### config.mk
export PLATFORM = sky130hd
export DESIGN_NAME = id_ex_skid_reg
export DESIGN_NICKNAME = d
export VERILOG_FILES = /design/src/rtl/id_ex_skid_reg.sv
export SDC_FILE = /design/constraint.sdc
export NUM_CORES = 1
export LEC_CHECK = 0
export ABC_AREA = 1
export BUFFER_PORTS_ARGS = -buffer_cell sky130_fd_sc_hd__buf_4
export CORE_UTILIZATION = 50
export DETAILED_ROUTE_END_ITERATION = 12
export GPL_TIMING_DRIVEN = 0
export PLACE_DENSITY = 0.82
export SYNTH_ARGS = -nofsm -noshare
export SYNTH_HDL_FRONTEND = slang
export SYNTH_SLANG_ARGS = --single-unit
### constraint.sdc
create_clock -name clk -period 2.4 [get_ports clk]
set_input_delay 0 -clock clk [delete_from_list [all_inputs] [get_ports clk]]
set_output_delay 0 -clock clk [all_outputs]
set_load 0.005 [all_outputs]
### src/rtl/id_ex_skid_reg.sv
// ---------------------------------------------------------------------------
// id_ex_skid_reg
//   ID/EX pipeline register with a two-entry skid buffer. Decode hands over
//   operands (rs1, rs2, imm, alu_src, rd, pc) through a valid/ready handshake.
//   Execute consumes them the same way. in_ready is a flop, so there is no
//   combinational path from out_ready back to decode. flush drops every held
//   entry, and it also drops an entry that decode transfers in the same cycle.
//
// Ports
//   clk, rst              rising-edge clock, synchronous active-high reset
//   flush                 kill all held entries (branch/jump redirect)
//   in_valid / in_ready   decode-side handshake
//   in_rs1/in_rs2/in_imm  XLEN operands from decode
//   in_alu_src            0 = rs2, 1 = imm (execute operand-B mux select)
//   in_rd, in_pc          destination register, instruction PC
//   out_valid / out_ready execute-side handshake
//   out_*                 registered payload (main entry)
//   stall_cnt, flush_cnt  saturating event counters; present only when
//                         IDEX_PERF_CNT_EN is defined
//
// Build option: `define IDEX_PERF_CNT_EN to add the performance counters.
// ---------------------------------------------------------------------------
module id_ex_skid_reg #(
  parameter int XLEN   = 32,
  parameter int REG_AW = 5
) (
  input  logic              clk,
  input  logic              rst,
  input  logic              flush,
  input  logic              in_valid,
  output logic              in_ready,
  input  logic [XLEN-1:0]   in_rs1,
  input  logic [XLEN-1:0]   in_rs2,
  input  logic [XLEN-1:0]   in_imm,
  input  logic              in_alu_src,
  input  logic [REG_AW-1:0] in_rd,
  input  logic [XLEN-1:0]   in_pc,
  output logic              out_valid,
  input  logic              out_ready,
  output logic [XLEN-1:0]   out_rs1,
  output logic [XLEN-1:0]   out_rs2,
  output logic [XLEN-1:0]   out_imm,
  output logic              out_alu_src,
  output logic [REG_AW-1:0] out_rd,
  output logic [XLEN-1:0]   out_pc
`ifdef IDEX_PERF_CNT_EN
  ,
  output logic [31:0]       stall_cnt,
  output logic [31:0]       flush_cnt
`endif
);

  localparam int PW = 4*XLEN + 1 + REG_AW;

  // Encoding chosen so that bit 0 is main_v and bit 1 is skid_v.
  typedef enum logic [1:0] {
    EMPTY = 2'b00,
    BUSY  = 2'b01,
    FULL  = 2'b11
  } state_t;

  state_t          state, state_nxt;
  logic            in_ready_q;
  logic [PW-1:0]   main_p0, skid_p0, in_pld;
  logic            main_v, skid_v;
  logic            in_xfer, out_xfer;
  logic            ld_main_in, ld_main_skid, ld_skid_in;

  assign main_v   = state[0];
  assign skid_v   = state[1];
  assign in_xfer  = in_valid & in_ready_q;
  assign out_xfer = main_v & out_ready;
  assign in_pld   = {in_rs1, in_rs2, in_imm, in_alu_src, in_rd, in_pc};

  always_comb begin
    state_nxt    = state;
    ld_main_in   = 1'b0;
    ld_main_skid = 1'b0;
    ld_skid_in   = 1'b0;
    unique case (state)
      EMPTY: begin
        if (in_xfer) begin
          state_nxt  = BUSY;
          ld_main_in = 1'b1;
        end
      end
      BUSY: begin
        if (in_xfer && out_xfer) begin
          ld_main_in = 1'b1;
        end else if (in_xfer) begin
          state_nxt  = FULL;
          ld_skid_in = 1'b1;
        end else if (out_xfer) begin
          state_nxt  = EMPTY;
        end
      end
      FULL: begin
        if (out_xfer) begin
          state_nxt    = BUSY;
          ld_main_skid = 1'b1;
        end
      end
      default: state_nxt = EMPTY;
    endcase
    // Redirect: everything held or arriving this cycle is discarded. An
    // out-transfer in this cycle has already been taken by execute.
    if (flush) begin
      state_nxt    = EMPTY;
      ld_main_in   = 1'b0;
      ld_main_skid = 1'b0;
      ld_skid_in   = 1'b0;
    end
  end

  // ---- stage p0: control flops ----
  always_ff @(posedge clk) begin
    if (rst) begin
      state      <= EMPTY;
      in_ready_q <= 1'b1;
    end else begin
      state      <= state_nxt;
      in_ready_q <= (state_nxt != FULL);
    end
  end

  // ---- stage p0: payload entries (load only on capture) ----
  always_ff @(posedge clk) begin
    if (rst) begin
      main_p0 <= '0;
      skid_p0 <= '0;
    end else begin
      if (ld_main_in)        main_p0 <= in_pld;
      else if (ld_main_skid) main_p0 <= skid_p0;
      if (ld_skid_in)        skid_p0 <= in_pld;
    end
  end

  assign in_ready  = in_ready_q;
  assign out_valid = main_v;
  assign {out_rs1, out_rs2, out_imm, out_alu_src, out_rd, out_pc} = main_p0;

`ifdef IDEX_PERF_CNT_EN
  function automatic logic [31:0] sat_inc(input logic [31:0] v);
    return (v == 32'hFFFF_FFFF) ? v : v + 32'd1;
  endfunction

  logic [31:0] stall_cnt_q, flush_cnt_q;

  always_ff @(posedge clk) begin
    if (rst) begin
      stall_cnt_q <= '0;
      flush_cnt_q <= '0;
    end else begin
      if (main_v && !out_ready)       stall_cnt_q <= sat_inc(stall_cnt_q);
      if (flush && (main_v || skid_v)) flush_cnt_q <= sat_inc(flush_cnt_q);
    end
  end

  assign stall_cnt = stall_cnt_q;
  assign flush_cnt = flush_cnt_q;
`endif

endmodule

==> metrics.md <==
| Metric | Value |
|---|---|
| Crit path capture type | flop |
| Stages on worst setup path | 8 |
| CP most frequent cell | nand2_1 |
| Max Freq | 433 MHz |
| Num rows | 58 |
| GRT Util Overall | 0.312 |
| Area growth syn-to-layout | 37.1% |
| Final Core Density | 0.705 |
| Final Hold Fails | 0 |
| Beginning of the critical path | state[0] |
| Slew HR | 0.313 |
| Worst setup margin | 0.0898 ns |
| Max incr delay on CP | 0.44 ns |
| Worst hold margin | 0.252 ns |
| DRT Pass-1 Iters | 5 |
| Detailed-route wire length per cell | 15.6 microns |
| CP Data Required Time | 2.86 ns |
| Initial antenna violation count | 3 |
| Worst Path Buf+Inv | 3 |
| CTS Root Cell | clkbuf_16 |
| Startpoint Class | flop |
| Vias in the first global route | 13625 |
| Worst vdd ir | 0.000506 V |
| Die Ht | 164 microns |
| CP Class | reg -> reg |
| Warnings from Yosys | 0 |
| Avg Vias per Cell | 5.25 |
| Max-slew violation count | 0 |
| Clock-pin transition on the worst setup and hold timing paths | 0.06 ns |
| DR DRC count | 0 |
| Setup slack at placement | 0.240 ns |
| Setup TNS | 0 ns |
| Setup violators final | 0 |
| CTS sink cnt | 271 |
| CTS Buffer Depth | 3 |
| Pwr per Cell Area | 615 nW/um^2 |
| HPWL after DPL | 27300 microns |
| Slew of the pin with the lowest slew margin | 1.03 ns |
| Chip width | 164 microns |
| Crit path cell chain | nand2_1, inv_2, nand2_1, buf_2, buf_2, nand3b_1, nand2_1, nor2_1 |
| Layout cells sized above 1 | 0.166 |
| Gr ovfl total | 0 |
| Total of max-cap violations | 0 |
| Post-Syn Instances | 1921 |
| Top Usage Layer GRT | met2 |
| Worst EP arrival | 2.77 ns |
| Clk_lat worst skew | 0.55 ns |
| Die Footprint | 26800 sq um |
| Overall power | 11.0 mW |
| Seq/Total Area, Yosys | 0.416 |
| DR iter-0 viols | 1310 |
| Unique masters post-synth | 18 |
| Reg2reg path depth | 8 |
| RSZ-0062 raised after global routing | no |
| Max FO, Critical Path | 10 |
| CTS tree | built |
| Total CTS buffers | 29 |
| Vias | 14275 |
| Number of top-level pins | 275 |
| Worst Skew | 0.00784 ns |
| R2R Path End | main_p0[49] |
| Largest net degree at the start of global routing | 15 |
| FILL cells | 1969 |
| WHS Path Cells | 3 |
| Final Critical Period | 2.31 ns |
| GRT met3 Usage | 0.0556 |
| First-pass GRT wire length | 67700 microns |
| CP max stage cell | dfxtp_1 |
| P_leak | 9.04 nW |
| GRT met1 Usage | 0.388 |
| Post-synthesis register bit count | 271 |
| Final wirelength | 42500 microns |
| M2 GR Usage | 0.527 |
| Syn_nets | 2060 |
| Final Cycle Share | 0.963 |
| H-tree Lvls | 1 |
| Post-synthesis cell area | 13100 sq um |
| GPL Wtd Cong | 0.867 |
| Initial Utilization | 0.514 |
| Status | completed |
| IO Port Bufs | 274 |
| Synth Area per Inst | 6.80 sq um |
| Crit path to | main_p0[49] |
| R2R setup slack | 0.09 ns |
| Hold Path Class | in -> reg |
| Worst reg2reg startpoint | state[0] |
| Core area | 25400 sq um |
| CP top delay family | simple AND/OR/NAND/NOR gates |
| Final antenna-violating net count | 0 |
| Nets | 2503 |
## placed cells by master, fill, tap and decap left out
master,n
a21oi_1,3
a21oi_4,1
buf_1,14
buf_2,62
buf_4,275
bufinv_16,2
clkbuf_1,82
clkbuf_16,29
clkbuf_8,8
clkinv_2,10
clkinv_4,1
clkinvlp_4,1
dfxtp_1,271
diode_2,3
dlygate4sd3_1,138
inv_1,139
inv_2,3
inv_6,1
nand2_1,403
nand2_2,1
nand3_1,139
nand3_2,1
nand3b_1,264
nor2_1,402
nor2_2,1
nor3_1,2
o21ai_0,134
## state kept, by name (all words and copies together), names as in the netlist
signal and count:
in_ready 1, main_p0 134, skid_p0 134, state 2
## per-layer routing
metal | routed length [microns] | share of wire
met1 | 17800 | 0.42
met2 | 19800 | 0.47
met3 | 3120 | 0.073
met4 | 1740 | 0.041
met5 | 0 | 0
## area by class of cell
class                      count  area, sq um  share of cell area
clock buffer                  39          843              0.0471
multi-input combinational   1351         6430               0.359
inverter                     142          533              0.0298
sequential                   271         5430               0.303
tap                          330          413              0.0231
buffer                       157          671              0.0375
timing repair buffer         412         3440               0.192
clock inverter                15          135             0.00755
antenna                        3         7.51            0.000419
## report_power, final
| part | switching, mW | internal, mW |
|---|---|---|
| sequential | 0.0939 | 4.68 |
| clock | 1.90 | 2.67 |
| combinational | 0.866 | 0.797 |
| total | 2.86 | 8.15 |
## what timing repair did
item | 4_1_cts | 5_1_grt
setup endpoints to repair | 0 | 2
gates resized for setup | 0 | 1
hold buffers | 138 | 0
buffers inserted | 0 | 0
hold endpoints to repair | 271 | 0
## cell families (layout without fill, tap and decap cells)
logic type	Yosys count	in the layout	share of synthesized area
flops	271	271	0.416
buf+inv	299	765	0.0922
simple gates	1213	1213	0.439
compound gates	138	138	0.0532
other cells	0	3	0
## stage by stage
stage	cells	area (sq um)
4_1_cts	2717	17900
2_1_floorplan	1921	13100
3_3_place_gp	2525	15500
3_5_place_dp	2525	15500
5_1_grt	2720	17900
6_report	2720	17900
## worst reg2reg max path, delay by kind of cell, from the launching register on
kind / cells / cell delay (ns)
buf+inv: 3 / 0.88
flops: 1 / 0.44
simple gates: 5 / 0.90
## how the worst min path moves through the flow
stage	end	start	slack, ns
6_report	main_p0[109]	rst	0.25
5_1_grt	main_p0[109]	rst	0.24
4_1_cts	main_p0[110]	rst	0.23
3_5_place_dp	main_p0[110]	rst	0.19
3_3_place_gp	main_p0[110]	rst	0.19
2_1_floorplan	main_p0[109]	rst	0.07
## cells in the mapped netlist
| cell type | count | area share |
|---|---|---|
| inv_1 | 139 | 0.040 |
| inv_2 | 3 | 0.00086 |
| nor2_2 | 1 | 0.00048 |
| clkbuf_1 | 80 | 0.023 |
| buf_4 | 1 | 0.00058 |
| nor3_1 | 2 | 0.00077 |
| nand3_1 | 139 | 0.053 |
| o21ai_0 | 134 | 0.051 |
| nand3_2 | 1 | 0.00077 |
| dfxtp_1 | 271 | 0.42 |
| nand2_1 | 403 | 0.12 |
| buf_1 | 14 | 0.0040 |
| a21oi_1 | 3 | 0.0011 |
| nand2_2 | 1 | 0.00048 |
| buf_2 | 62 | 0.024 |
| a21oi_2 | 1 | 0.00067 |
| nor2_1 | 402 | 0.12 |
| nand3b_1 | 264 | 0.15 |
No activity file was read; power rests on OpenSTA's default activity.
